`src/rtl/define.sv`:
```
// Shared opcode and function-code macros for the instruction formats.
// Included by every file that needs the encoding constants. The include
// guard lets several files include it in one compilation.
`ifndef INSTR_DEFINE_SV
`define INSTR_DEFINE_SV

// 3-bit major opcodes
`define Rtype   3'b000
`define Itype   3'b001
`define Mtype   3'b010
`define Ctype   3'b011
`define Ptype   3'b100
`define Ftype   3'b101

// 4-bit ALU function codes
`define ALU_ADD 4'b0000
`define ALU_SUB 4'b0001
`define ALU_SLL 4'b0010
`define ALU_SRL 4'b0011
`define ALU_AND 4'b0100
`define ALU_OR  4'b0101
`define ALU_XOR 4'b0110

// Control-type function that stops the core
`define C_EXIT  3'b111

`endif

```
`src/rtl/instr_fmt_pkg.sv`:
```
// Instruction-format package: field bit positions, request kinds, encoder
// FSM states and the chunk widths used when expanding a 32-bit LI.
package instr_fmt_pkg;

  // Field positions inside the 32-bit word
  localparam int OP_LSB    = 29;
  localparam int PRED_BIT  = 28;
  localparam int RD_LSB    = 23;
  localparam int RS1_LSB   = 18;
  localparam int IMMHI_LSB = 14;  // imm[13:10]
  localparam int FUNCT_LSB = 10;  // funct4
  localparam int IMMLO_LSB = 0;   // imm[9:0]
  localparam int RS2_LSB   = 0;

  localparam int IMM14_W   = 14;

  // LI expansion: top 10 bits sign-extended, then two 11-bit chunks
  localparam int LI_TOP_W     = 10;
  localparam int LI_CHUNK_W   = 11;
  localparam int LI_SHAMT     = 11;
  localparam logic [2:0] LI_LAST_STEP = 3'd4;

  typedef enum logic [1:0] {
    KIND_RAW  = 2'b00,
    KIND_LI   = 2'b01,
    KIND_NOP  = 2'b10,
    KIND_EXIT = 2'b11
  } req_kind_e;

  typedef enum logic [1:0] {
    ST_IDLE   = 2'b00,
    ST_EXPAND = 2'b01,
    ST_HALT   = 2'b10
  } state_e;

  // True when v is representable as a signed 14-bit immediate
  function automatic logic fits_imm14(input logic [31:0] v);
    return (v[31:13] == 19'h00000) || (v[31:13] == 19'h7FFFF);
  endfunction

endpackage

```
`src/rtl/instr_pack.sv`:
```
// Combinational field packer.
//   op/pred/funct4/rd/rs1/rs2/imm14 in -> 32-bit instruction word out.
// R/F carry funct4 and rs2 ([9:5] zero, no immediate). I/M/C/P use the
// split immediate {[17:14],[9:0]}; I/M also carry funct4 (I needs it to tell
// ADDI from SLLI), C carries a 3-bit funct3 in [12:10], P has no function.
`include "define.sv"

module instr_pack
  import instr_fmt_pkg::*;
(
  input  logic [2:0]  op,
  input  logic        pred,
  input  logic [3:0]  funct4,
  input  logic [4:0]  rd,
  input  logic [4:0]  rs1,
  input  logic [4:0]  rs2,
  input  logic [13:0] imm14,
  output logic [31:0] word
);

  always_comb begin
    word = '0;
    word[OP_LSB +: 3]   = op;
    word[PRED_BIT]      = pred;
    word[RD_LSB +: 5]   = rd;
    word[RS1_LSB +: 5]  = rs1;
    case (op)
      `Rtype, `Ftype: begin
        word[FUNCT_LSB +: 4] = funct4;
        word[RS2_LSB +: 5]   = rs2;
      end
      `Ctype: begin
        word[FUNCT_LSB +: 4]  = {1'b0, funct4[2:0]};
        word[IMMHI_LSB +: 4]  = imm14[13:10];
        word[IMMLO_LSB +: 10] = imm14[9:0];
      end
      `Itype, `Mtype: begin
        word[FUNCT_LSB +: 4]  = funct4;
        word[IMMHI_LSB +: 4]  = imm14[13:10];
        word[IMMLO_LSB +: 10] = imm14[9:0];
      end
      default: begin
        word[IMMHI_LSB +: 4]  = imm14[13:10];
        word[IMMLO_LSB +: 10] = imm14[9:0];
      end
    endcase
  end

endmodule

```
`src/rtl/instr_encoder.sv`:
```
// Instruction encoder: accepts loader requests (RAW, LI, NOP, EXIT), expands
// pseudo-ops into legal words and streams them out one per handshake with an
// auto-incrementing word address.
//   req_*        request handshake and fields
//   instr_*      output word stream (registered, held under backpressure)
//   overflow     sticky, set when the address wraps
//   halted       set once the EXIT word has been accepted
// Only DATA_WIDTH = 32 is supported.
`include "define.sv"

module instr_encoder
  import instr_fmt_pkg::*;
#(
  parameter int DATA_WIDTH = 32,
  parameter int ADDR_WIDTH = 10
) (
  input  logic                  clk,
  input  logic                  rst,
  input  logic                  req_valid,
  output logic                  req_ready,
  input  logic [1:0]            req_kind,
  input  logic [2:0]            req_op,
  input  logic                  req_pred,
  input  logic [3:0]            req_funct4,
  input  logic [4:0]            req_rd,
  input  logic [4:0]            req_rs1,
  input  logic [4:0]            req_rs2,
  input  logic [31:0]           req_imm,
  output logic                  instr_valid,
  input  logic                  instr_ready,
  output logic [DATA_WIDTH-1:0] instr,
  output logic [ADDR_WIDTH-1:0] instr_addr,
  output logic                  overflow,
  output logic                  halted
);

  state_e                state_reg, state_next;
  logic [2:0]            step_reg;        // index of word currently presented
  logic [2*LI_CHUNK_W-1:0] li_imm_reg;    // low 22 bits of the LI immediate
  logic [4:0]            li_rd_reg;
  logic                  exit_pend_reg;   // EXIT word presented, not yet taken
  logic                  instr_valid_reg;
  logic [DATA_WIDTH-1:0] instr_reg;
  logic [ADDR_WIDTH-1:0] addr_reg;
  logic                  overflow_reg;
  logic                  halted_reg;

  logic                  req_fire, word_fire, expand_start;
  logic [2:0]            step_next;
  logic [2:0]            p_op;
  logic                  p_pred;
  logic [3:0]            p_funct4;
  logic [4:0]            p_rd, p_rs1, p_rs2;
  logic [13:0]           p_imm;
  logic [31:0]           pack_word;

  assign req_ready = !rst && (state_reg == ST_IDLE) && !exit_pend_reg &&
                     (!instr_valid_reg || instr_ready);
  assign req_fire  = req_valid && req_ready;
  assign word_fire = instr_valid_reg && instr_ready;
  assign step_next = step_reg + 3'd1;

  // Field selection for the next word to load into the output register
  always_comb begin
    p_op         = `Itype;
    p_pred       = 1'b0;
    p_funct4     = `ALU_ADD;
    p_rd         = '0;
    p_rs1        = '0;
    p_rs2        = '0;
    p_imm        = '0;
    expand_start = 1'b0;
    if (state_reg == ST_EXPAND) begin
      p_rd  = li_rd_reg;
      p_rs1 = li_rd_reg;
      case (step_next)
        3'd1, 3'd3: begin
          p_funct4 = `ALU_SLL;
          p_imm    = 14'(LI_SHAMT);
        end
        3'd2:    p_imm = {3'b000, li_imm_reg[2*LI_CHUNK_W-1:LI_CHUNK_W]};
        default: p_imm = {3'b000, li_imm_reg[LI_CHUNK_W-1:0]};
      endcase
    end else begin
      case (req_kind_e'(req_kind))
        KIND_RAW: begin
          p_op     = req_op;
          p_pred   = req_pred;
          p_funct4 = req_funct4;
          p_rd     = req_rd;
          p_rs1    = req_rs1;
          p_rs2    = req_rs2;
          p_imm    = req_imm[IMM14_W-1:0];
        end
        KIND_LI: begin
          // rd = x0 collapses to a plain NOP whatever the immediate
          if (req_rd != 5'd0) begin
            p_rd = req_rd;
            if (fits_imm14(req_imm)) begin
              p_imm = req_imm[IMM14_W-1:0];
            end else begin
              p_imm        = {{(IMM14_W-LI_TOP_W){req_imm[31]}}, req_imm[31:32-LI_TOP_W]};
              expand_start = 1'b1;
            end
          end
        end
        KIND_EXIT: begin
          p_op     = `Ctype;
          p_funct4 = {1'b0, `C_EXIT};
        end
        default: ;  // NOP: ADDI x0,x0,0 from the defaults
      endcase
    end
  end

  instr_pack u_pack (
    .op     (p_op),
    .pred   (p_pred),
    .funct4 (p_funct4),
    .rd     (p_rd),
    .rs1    (p_rs1),
    .rs2    (p_rs2),
    .imm14  (p_imm),
    .word   (pack_word)
  );

  always_comb begin
    state_next = state_reg;
    case (state_reg)
      ST_IDLE: begin
        if (req_fire && expand_start)
          state_next = ST_EXPAND;
        else if (!req_fire && word_fire && exit_pend_reg)
          state_next = ST_HALT;
      end
      ST_EXPAND: begin
        if (word_fire && step_reg == LI_LAST_STEP)
          state_next = ST_IDLE;
      end
      default: state_next = ST_HALT;
    endcase
  end

  always_ff @(posedge clk or posedge rst) begin
    if (rst) begin
      state_reg       <= ST_IDLE;
      step_reg        <= '0;
      li_imm_reg      <= '0;
      li_rd_reg       <= '0;
      exit_pend_reg   <= 1'b0;
      instr_valid_reg <= 1'b0;
      instr_reg       <= '0;
      addr_reg        <= '0;
      overflow_reg    <= 1'b0;
      halted_reg      <= 1'b0;
    end else begin
      state_reg <= state_next;

      if (word_fire) begin
        addr_reg <= addr_reg + 1'b1;
        if (addr_reg == '1)
          overflow_reg <= 1'b1;
      end

      case (state_reg)
        ST_IDLE: begin
          if (req_fire) begin
            instr_reg       <= DATA_WIDTH'(pack_word);
            instr_valid_reg <= 1'b1;
            if (expand_start) begin
              step_reg   <= '0;
              li_imm_reg <= req_imm[2*LI_CHUNK_W-1:0];
              li_rd_reg  <= req_rd;
            end
            if (req_kind_e'(req_kind) == KIND_EXIT)
              exit_pend_reg <= 1'b1;
          end else if (word_fire) begin
            instr_valid_reg <= 1'b0;
            if (exit_pend_reg) begin
              exit_pend_reg <= 1'b0;
              halted_reg    <= 1'b1;
            end
          end
        end
        ST_EXPAND: begin
          if (word_fire) begin
            if (step_reg == LI_LAST_STEP) begin
              instr_valid_reg <= 1'b0;
            end else begin
              step_reg  <= step_next;
              instr_reg <= DATA_WIDTH'(pack_word);
            end
          end
        end
        default: instr_valid_reg <= 1'b0;
      endcase
    end
  end

  assign instr_valid = instr_valid_reg;
  assign instr       = instr_reg;
  assign instr_addr  = addr_reg;
  assign overflow    = overflow_reg;
  assign halted      = halted_reg;

endmodule

```
`config.mk`:
```
export PLATFORM = sky130hd
export DESIGN_NAME = instr_encoder
export DESIGN_NICKNAME = d
export VERILOG_FILES = /design/src/rtl/instr_fmt_pkg.sv /design/src/rtl/instr_pack.sv /design/src/rtl/instr_encoder.sv
export VERILOG_INCLUDE_DIRS = /design/src /design/src/rtl
export SDC_FILE = /design/constraint.sdc
export NUM_CORES = 1
export LEC_CHECK = 0
export ABC_AREA = 1
export CAP_MARGIN = 20
export CELL_PAD_IN_SITES_DETAIL_PLACEMENT = 1
export CELL_PAD_IN_SITES_GLOBAL_PLACEMENT = 2
export CORE_ASPECT_RATIO = 1.75
export CORE_MARGIN = 3
export CORE_UTILIZATION = 30
export DETAILED_ROUTE_END_ITERATION = 12
export PLACE_DENSITY = 0.83
export SLEW_MARGIN = 0
export SYNTH_ARGS = -nofsm -noshare
export SYNTH_HDL_FRONTEND = slang
export SYNTH_HIERARCHICAL = 1
export SYNTH_SLANG_ARGS = --single-unit
```
`constraint.sdc`:
```
create_clock -name clk -period 4.36 [get_ports clk]
set_input_delay 0.872 -clock clk [delete_from_list [all_inputs] [get_ports clk]]
set_output_delay 0.872 -clock clk [all_outputs]
set_load 0.05 [all_outputs]
```
==> results.json, run 1 <==
{
  "crit_chain": "clkdlybuf4s50_1, or2_0, nand3_1, inv_2, clkdlybuf4s50_1",
  "cts_tree": "built",
  "critPathKind": "input pin to output pin",
  "synthTopCellsByCount": "nand2_1, nand3_1, dfrtp_1",
  "die_area_sq_mm": 0.0168,
  "synth_most_common_cell": "nand2_1",
  "p_int_uw": 1240,
  "swShare_pct": 24.6,
  "die_h_um": 169,
  "avgRoutedWirePerCell_um": 17.1,
  "diodes": 0,
  "outcome": "completed",
  "vdd_drop_max_v": 0.000157,
  "core_sq_mm": 0.0149,
  "grt_pass1_wl_um": 24500,
  "maxCapViolCount": 0,
  "fin_nets": 770,
  "hold_path.class": "register to register",
  "synth_cell_types": 32,
  "fin_crit_ns": 3.34,
  "cpMaxStageDelayCell": "clkdlybuf4s50_1",
  "cts_root_buf": "clkbuf_16",
  "firstDrtPassIters": 5,
  "area_growth_pct": 29.7,
  "synth_flop_cell": "dfrtp_1",
  "ctsHoldBuffers": 0,
  "drc": 0,
  "seq_power_share_pct": 44.0,
  "p_switching_uw": 405,
  "worst-path-max-fanout": 3,
  "fin_crit_sh_pct": 76.6,
  "grt_util_met1_pct": 19.6,
  "grt_util_met3_pct": 2.84,
  "vias": 4448,
  "cts_buffers": 9,
  "synth_edf_count": 0,
  "initial_core_util_pct": 30.7,
  "slowest_delay_ns": 0.80,
  "place_congestion": 0.819,
  "power.share.clock_pct": 45.4,
  "netlist_instances": 622,
  "ant_nets": 0,
  "async_reset_ff_share_pct": 100,
  "crit_arrival_ns": 2.47,
  "io_pins": 107,
  "die_w_um": 99.4,
  "htreeDepth": 3,
  "grt_max_degree": 79,
  "path_common_cell": "clkdlybuf4s50_1",
  "synth_seq_cells": 78,
  "grt_pass1_vias": 4851,
  "crit_path_end_kind": "output pin",
  "drt_wl_total_um": 15200,
  "viasPerCell": 5.00,
  "yosys.area.top_type": "dfrtp_1",
  "cts_sinks": 78,
  "fillCellCount": 1857,
  "cellLeakagePower_uw": 0.00292,
  "critPathLaunchType": "input pin",
  "tightestPinTransition_ns": 0.766,
  "synth_top_area_share_pct": 42.7,
  "fin_hold_ws_ns": 0.474,
  "hold_violations": 0,
  "p_total_uw": 1650,
  "syn-cell-area_sq_mm": 0.00458,
  "grt_overflow": 0,
  "rsz0062_at_grt": "false",
  "crit_required_ns": 3.49,
  "portBuffers": 106,
  "cp_num_buf_inv": 3,
  "grt.busiest_layer": "met2",
  "slew_headroom_pct": 48.7,
  "placementRows": 59,
  "syn_avg_cell_area_sq_um": 7.36,
  "drt_iter0_drc": 123,
  "clock_tree.buffer_depth": 2,
  "setup_violations": 0,
  "synth.net_count": 690,
  "worstSkewPairLatency_ns": 0.34,
  "pwr-share-comb_pct": 10.6,
  "postCtsSetupBuffers": 0,
  "netlist_top_cells_area": "dfrtp_1, nand2_1, nand3_1",
  "cts.clk_slew.worst_paths_ns": 0.06,
  "fmax_ghz": 0.299,
  "ctsResizeCount": 0,
  "ys_seq_area_share_pct": 42.7,
  "layout-drive-gt1-share_pct": 6.93,
  "grtUsageTotal_pct": 18.5,
  "power_density_mw_per_mm2": 278,
  "largest_reg_flops": 32,
  "cp_top_family": "buffers and inverters",
  "yosys_warnings": 6,
  "grt_antenna_before_repair": 0,
  "met2_usage_pct": 36.1,
  "setup_tns_ns": 0,
  "finClkSkew_ns": 0.00985,
  "dp_hpwl_um": 11300,
  "slew_violations": 0
}
## metal layers
layer  part of all wire, %  vias to the layer above  wire [um]
li1                      -                     2140          -
met1                    38                     2167       5760
met2                    56                      121       8460
met3                   4.4                       20        663
met4                   2.2                        0        335
met5                     0                        -          0
## worst paths after layout
check	start	end	slack, ns	cells past startpoint
worst min register to register	halted	halted	0.47	2
worst max-delay path	instr_ready	req_ready	1.02	5
min in group asynchronous	rst	instr_addr[4]	0.97	3
max in group asynchronous	rst	instr[9]	2.79	4
worst min-delay path	halted	halted	0.47	2
worst max register to register	state_reg[1]	step_reg[1]	1.32	8
## worst reg2reg max path: cells and delay by family (launching register included)
| family | cells | cell delay, ns |
|---|---|---|
| AND/OR/NAND/NOR | 7 | 2.07 |
| buffers and inverters | 1 | 0.47 |
| flip-flops | 1 | 0.39 |
## per-stage QoR
stage / instance area (sq um) / instances / util [%] / setup WS (ns)
after floorplan: 4580 / 622 / - / 1.49
after global placement: 5620 / 873 / 37.7 / 1.04
after detailed placement: 5620 / 873 / 37.7 / 1.01
after CTS: 5910 / 889 / 39.6 / 1.00
after global routing: 5930 / 890 / 39.8 / 0.949
final: 5930 / 890 / 39.8 / 1.02
## cells in the final DEF (no fill, tap or decap), drive strengths merged
master | synthesis | routed
ha | 7 | 7
or2 | 4 | 4
buf | 31 | 7
a21o | 1 | 1
nand2 | 226 | 226
nand3 | 88 | 88
nor3 | 4 | 4
clkbuf | 13 | 10
inv | 44 | 44
nor2 | 50 | 50
clkinv | 0 | 2
xor2 | 6 | 6
clkdlybuf4s50 | 0 | 106
nand4 | 15 | 15
o22ai | 5 | 5
o21ai | 37 | 37
clkinvlp | 0 | 3
dfrtp | 78 | 78
o21bai | 1 | 1
bufinv | 0 | 1
a21oi | 9 | 9
xnor2 | 3 | 3
## area by class of cell
type	instances	area [sq um]	share of cell area (%)
clock inverter	6	62.6	1.05
sequential	78	1950	32.9
clock buffer	10	229	3.86
timing repair buffer	113	1130	19.1
tap	183	229	3.86
inverter	44	165	2.78
multi-input combinational	456	2160	36.5
## cells by family (layout without fill, tap and decap cells)
logic type	count (synthesis)	count (layout)	share of synthesized area, %
xor gates and xnor gates	9	9	1.89
and+or+nand+nor	387	387	37.4
AOI/OAI and AO/OA	53	53	6.04
DFF	78	78	42.7
buffers and inverters	88	173	10.1
adders and majority gates	7	7	1.91
## power by group through the flow
| stage | clock (uW) | sequential (uW) | combinational (uW) |
|---|---|---|---|
| 6_report | 749 | 725 | 175 |
| 5_1_grt | 792 | 725 | 192 |
| 4_1_cts | 766 | 725 | 174 |
| 3_5_place_dp | 0 | 738 | 173 |
| 3_3_place_gp | 0 | 738 | 171 |
| 2_1_floorplan | 0 | 740 | 85.5 |
Power figures use the tool's default switching activity.
==> run 2, diff against run 1 <==
--- a/config.mk
+++ b/config.mk
@@ -12,9 +12,9 @@
 export CELL_PAD_IN_SITES_GLOBAL_PLACEMENT = 2
 export CORE_ASPECT_RATIO = 1.75
 export CORE_MARGIN = 3
-export CORE_UTILIZATION = 30
+export CORE_UTILIZATION = 25
 export DETAILED_ROUTE_END_ITERATION = 12
-export PLACE_DENSITY = 0.83
+export PLACE_DENSITY = 0.74
 export SLEW_MARGIN = 0
 export SYNTH_ARGS = -nofsm -noshare
 export SYNTH_HDL_FRONTEND = slang
==> constraint.sdc (replaced) <==
create_clock -name clk -period 3 [get_ports clk]
set_input_delay 0.6 -clock clk [delete_from_list [all_inputs] [get_ports clk]]
set_output_delay 0.6 -clock clk [all_outputs]
set_load 0.05 [all_outputs]
==> run 2 against run 1 <==
Against the previous run: routed wire length rose by 4.1%; global-route usage fell by 2.0 points; sequential share of layout area fell by 0.71 points; clock-buffer cell count did not move; flip-flop and latch count did not move; combinational power rose by 46%; via count fell by 1.3%; register-to-register slack got worse by 0.63 ns; die area rose by 19%; utilization fell by 5.5 points; largest cell class unchanged.
==> results.json, run 2 (synthesis gave the netlist of run 1 again) <==
{
  "grt_pass1_vias": 4804,
  "tightestPinTransition_ns": 0.554,
  "viasPerCell": 4.65,
  "topRoutingLayerUsed": "met4",
  "final_common_cell": "nand2_1",
  "slowest_delay_ns": 0.53,
  "fmax_ghz": 0.411,
  "fillCellCount": 2177,
  "hold_violations": 0,
  "setup_tns_ns": 0,
  "htreeDepth": 3,
  "cts.clk_slew.worst_paths_ns": 0.07,
  "drc": 0,
  "grtUsageTotal_pct": 16.6,
  "hold_end": "halted",
  "cts_sinks": 78,
  "die_h_um": 185,
  "power.share.clock_pct": 48.4,
  "cts_buffers": 9,
  "cp_top_family": "buffers and inverters",
  "cpMaxStageDelayCell": "clkdlybuf4s50_1",
  "crit_path_end_kind": "register",
  "wl_met2_um": 8700,
  "area_growth_pct": 32.5,
  "avgRoutedWirePerCell_um": 16.8,
  "cts_root_buf": "clkbuf_16",
  "io_pins": 107,
  "clock_tree.buffer_depth": 2,
  "grt_overflow": 0,
  "grt_pass1_wl_um": 25400,
  "rsz0062_at_grt": "false",
  "setup_violations": 0,
  "placementRows": 64,
  "crit_arrival_ns": 2.67,
  "vdd_drop_max_v": 0.000206,
  "firstDrtPassIters": 4,
  "hold_path.class": "register to register",
  "final_cell_mix": "nand2_1, clkdlybuf4s50_1, nand3_1",
  "outcome": "completed",
  "largest_reg_flops": 32,
  "ant_nets": 0,
  "r2r-end": "instr[6]",
  "wl_met1_um": 6140,
  "layout-drive-gt1-share_pct": 7.87,
  "grt_max_degree": 79,
  "cts_tree": "built",
  "critPathKind": "input pin to register",
  "core_sq_mm": 0.0177,
  "crit_chain": "clkdlybuf4s50_1, inv_1, ha_1, nor2_1, inv_1, nor2_1, inv_1, a21oi_1, nor2_1, nand2_1, nand2_1",
  "fin_nets": 775,
  "critPathLaunchType": "input pin",
  "dp_hpwl_um": 12000,
  "swShare_pct": 24.2,
  "fin_crit_ns": 2.43,
  "vias": 4391,
  "seq_power_share_pct": 41.5,
  "maxCapViolCount": 0,
  "p_switching_uw": 613,
  "reg2reg_slack_ns": 0.69,
  "min_from": "halted",
  "postCtsSetupBuffers": 0,
  "worstReg2RegStart": "step_reg[0]",
  "portBuffers": 106,
  "r2r_cells": 12,
  "die_area_sq_mm": 0.0200,
  "finClkSkew_ns": 0.00857,
  "place_congestion": 0.861,
  "slew_headroom_pct": 63.0,
  "ctsHoldBuffers": 0,
  "drt_wl_total_um": 15900,
  "die_w_um": 108,
  "cellLeakagePower_uw": 0.00296,
  "grt_antenna_before_repair": 1,
  "worstSkewPairLatency_ns": 0.34,
  "cp_num_buf_inv": 4,
  "worst-path-max-fanout": 4,
  "fin_hold_ws_ns": 0.475,
  "slew_violations": 0,
  "drt_iter0_drc": 119,
  "initial_core_util_pct": 25.9,
  "fin_crit_sh_pct": 81.1,
  "ctsResizeCount": 0,
  "wl_met3_um": 600,
  "crit_required_ns": 3.24,
  "p_int_uw": 1920,
  "hold_depth": 2,
  "pwr-share-comb_pct": 10.1,
  "power_density_mw_per_mm2": 418
}
[run 2: cell count changes in the layout (fill, tap and decap cells not counted)]
cell	previous run	this run
inv_6	0	1
clkinv_4	0	1
clkinv_2	2	0
buf_12	0	1
diode_2	0	1
clkbuf_1	1	0
buf_16	1	0
buf_4	6	12
clkbuf_8	0	1
clkinvlp_4	3	2
bufinv_16	1	2
clkdlybuf4s50_1	106	105
[run 2: routing by layer]
metal / vias to the layer above / global-route usage [%]
li1: 2151 / -
met4: 0 / 7.03
met3: 21 / 2.41
met2: 95 / 31.6
met1: 2124 / 17.7
met5: - / 0
[run 2: power by group through the flow]
| stage | Clock (uW) | Combinational, uW | Sequential (uW) |
|---|---|---|---|
| 3_5_place_dp | 0 | 258 | 1070 |
| 5_1_grt | 1310 | 281 | 1050 |
| 4_1_cts | 1270 | 260 | 1050 |
| 3_3_place_gp | 0 | 257 | 1070 |
| 2_1_floorplan | 0 | 124 | 1080 |
| 6_report | 1230 | 255 | 1050 |
[run 2: area by class of cell]
| cell class | instances | area, sq um | area share, % |
|---|---|---|---|
| diodes | 1 | 2.50 | 0.0413 |
| clock buffers | 10 | 239 | 3.94 |
| clock inverters | 6 | 92.6 | 1.53 |
| inverters | 44 | 165 | 2.72 |
| multi-input cells | 456 | 2160 | 35.7 |
| flip-flops and latches | 78 | 1950 | 32.2 |
| well taps | 231 | 289 | 4.77 |
| repair buffers | 118 | 1160 | 19.1 |
[run 2: worst max path at each step]
stage | end | from | slack, ns | depth (start not counted)
2_1_floorplan | exit_pend_reg | rst | 0.40 | 1
3_3_place_gp | instr[15] | req_kind[0] | 0.26 | 12
3_5_place_dp | instr[3] | req_kind[0] | 0.22 | 13
4_1_cts | instr[15] | req_kind[0] | 0.58 | 12
5_1_grt | instr[4] | step_reg[0] | 0.37 | 12
6_report | instr[11] | req_kind[0] | 0.57 | 11
[run 2: worst reg2reg max path, cell delays in order, from the launching register on]
cell	delay [ns]
dfrtp_1	0.42
ha_1	0.25
xnor2_2	0.23
nand2_1	0.37
inv_1	0.32
nand2_1	0.08
nand2_1	0.07
nand2_1	0.05
nand4_1	0.11
inv_1	0.05
nor2_1	0.13
nand2_1	0.08
nand2_1	0.07
[run 2: stage by stage]
step                worst slack [ns]  power (uW)  instances  cell area [sq um]  util (%)
global route                   0.368        2640        944               6060      34.3
detailed placement             0.221        1330        927               5730      32.4
finish                         0.568        2530        944               6060      34.3
floorplan                      0.405        1200        622               4580         -
CTS                            0.581        2580        943               6060      34.3
global placement               0.261        1330        927               5730      32.4
==> RTL change, RTL diff (flow settings as in run 1) <==
Reset style: synchronous (`rst`), changed in one clocked block.
--- a/src/rtl/instr_encoder.sv
+++ b/src/rtl/instr_encoder.sv
@@ -141,7 +141,7 @@
     endcase
   end
 
-  always_ff @(posedge clk or posedge rst) begin
+  always_ff @(posedge clk) begin
     if (rst) begin
       state_reg       <= ST_IDLE;
       step_reg        <= '0;
Behaviour: differs if rst is asserted again (counterexample within 4 cycles, from zero or initial values and one cycle with rst high); with rst held inactive, the same outputs for 4 cycles.
==> RTL change against run 1 <==
- wire length shrank 6.0%
- area after synthesis decreased by 5.1%
- design area down 4.2%
- die area decreased by 4.8%
- sequential cell count stayed put
- synthesized cell count rose by 4.3%
- worst setup slack worse by 0.045 ns
- largest cell class unchanged
Power is not compared: it rests on default switching activity, and its combinational part moved more than twofold at a synthesized area within 25%.
==> RTL change: results (changes against run 1) <==
| Metric | Value |
|---|---|
| Synth cell types | 35 (+9.4%) |
| Min-delay src | halted$_SDFFE_PP0P_ |
| Final Non-Filler Cells | 910 (+2.2%) |
| Pre-CTS setup slack | 0.951 ns (-0.0625 ns) |
| Number of global-route vias before repair | 4595 (-5.3%) |
| Placer Congestion | 0.916 (+12%) |
| Final #Nets | 797 (+3.5%) |
| Reg2Reg Launch Point | state_reg[0]$_SDFFE_PP0P_ |
| Post-DP HPWL | 10.8 mm (-4.4%) |
| Share of layout cells above drive strength 1 | 0.0900 (+0.0207) |
| Fmax | 295 MHz (-1.3%) |
| Routed len/inst | 15.7 um (-8.1%) |
| Setup Viol. Count Final | 0 (unchanged) |
| Sequential share of the synthesized area | 0.360 (-0.0670) |
| Port Buffers | 106 (unchanged) |
| Placed insts | 894 (+2.4%) |
| First-pass GRT wire length | 22.6 mm (-7.8%) |
| Clk_skew | 0.00923 ns (-0.000621 ns) |
| Synth top cells by count | nor2_1, nand2_1, dfxtp_1 |
| Normalized max-slew margin | 0.538 (+0.0504) |
| Crit. Startpoint | rst |
| Pin count of the biggest net entering global routing | 63 (-20%) |
| WP data arrival | 2.51 ns (+0.04 ns) |
| Syn Nets | 718 (+4.1%) |
| Drt first-iter violations | 136 (+11%) |
| Area after DPL | 5350 um^2 (-4.7%) |
| Worst Hold Class | register to register |
| Yosys warning count | 6 (unchanged) |
| Worst Path Max Fanout | 13 (+10) |
| Fill cells | 1788 (-3.7%) |
| DR pass1 iterations | 4 (-1) |
| Via count | 4406 (-0.94%) |
| Status | completed |
| Synth area leaders | dfxtp_1, nor2_1, nand2_1 |
| Overall routing resource usage | 0.176 (-0.00879) |
| Cells after Synth | 649 (+4.3%) |
-- RTL change: changes by cell type in the layout (fill, tap and decap cells not counted), moves of 21 or more --
cell	run 1	this run
nand3_1	84	38
o21ai_1	12	51
dfrtp_1	78	0
nand2_1	219	111
a21oi_1	9	30
nor2_1	42	154
dfxtp_1	0	78
-- RTL change: per-layer routing --
layer	wire length, um	up-vias	track usage	share of wire
li1	-	2216	-	-
met3	484	14	0.0227	0.034
met2	8070	93	0.363	0.56
met5	0	-	0	0
met4	253	0	0.0550	0.018
met1	5500	2083	0.181	0.38
-- RTL change: cell type report --
type,instances,area [um^2],area share
flip-flops and latches,78,1560,0.275
inverters,51,200,0.0352
clock buffers,10,239,0.0420
multi-input cells,476,2260,0.398
repair buffers,112,1110,0.195
well taps,177,221,0.0390
clock inverters,6,92.6,0.0163
-- RTL change: path summary, 6_finish.rpt --
| kind | cells past startpoint | end | slack, ns |
|---|---|---|---|
| setup / recovery | 6 | req_ready | 0.97 |
| hold / removal | 2 | halted$_SDFFE_PP0P_ | 0.46 |
| setup reg to reg | 10 | instr[5]$_SDFFE_PP0P_ | 2.01 |
| hold reg to reg | 2 | halted$_SDFFE_PP0P_ | 0.46 |
-- RTL change: worst register-to-register path, stage by stage, from the launching register on --
cell and delay [ns]:
dfxtp_1 0.31, inv_1 0.07, nor2_4 0.51, inv_1 0.53, a21oi_1 0.39, a21oi_1 0.09, nand3_1 0.08, inv_1 0.04
nor2_1 0.09, nor2_1 0.05, nor2_1 0.11
-- RTL change: cells by family after synthesis --
group,Yosys count,share of synthesized area
buf+inv,95,0.119
fa+ha+maj,8,0.0230
flops,78,0.360
compound gates,114,0.136
simple gates,352,0.359
xor+xnor,2,0.00403
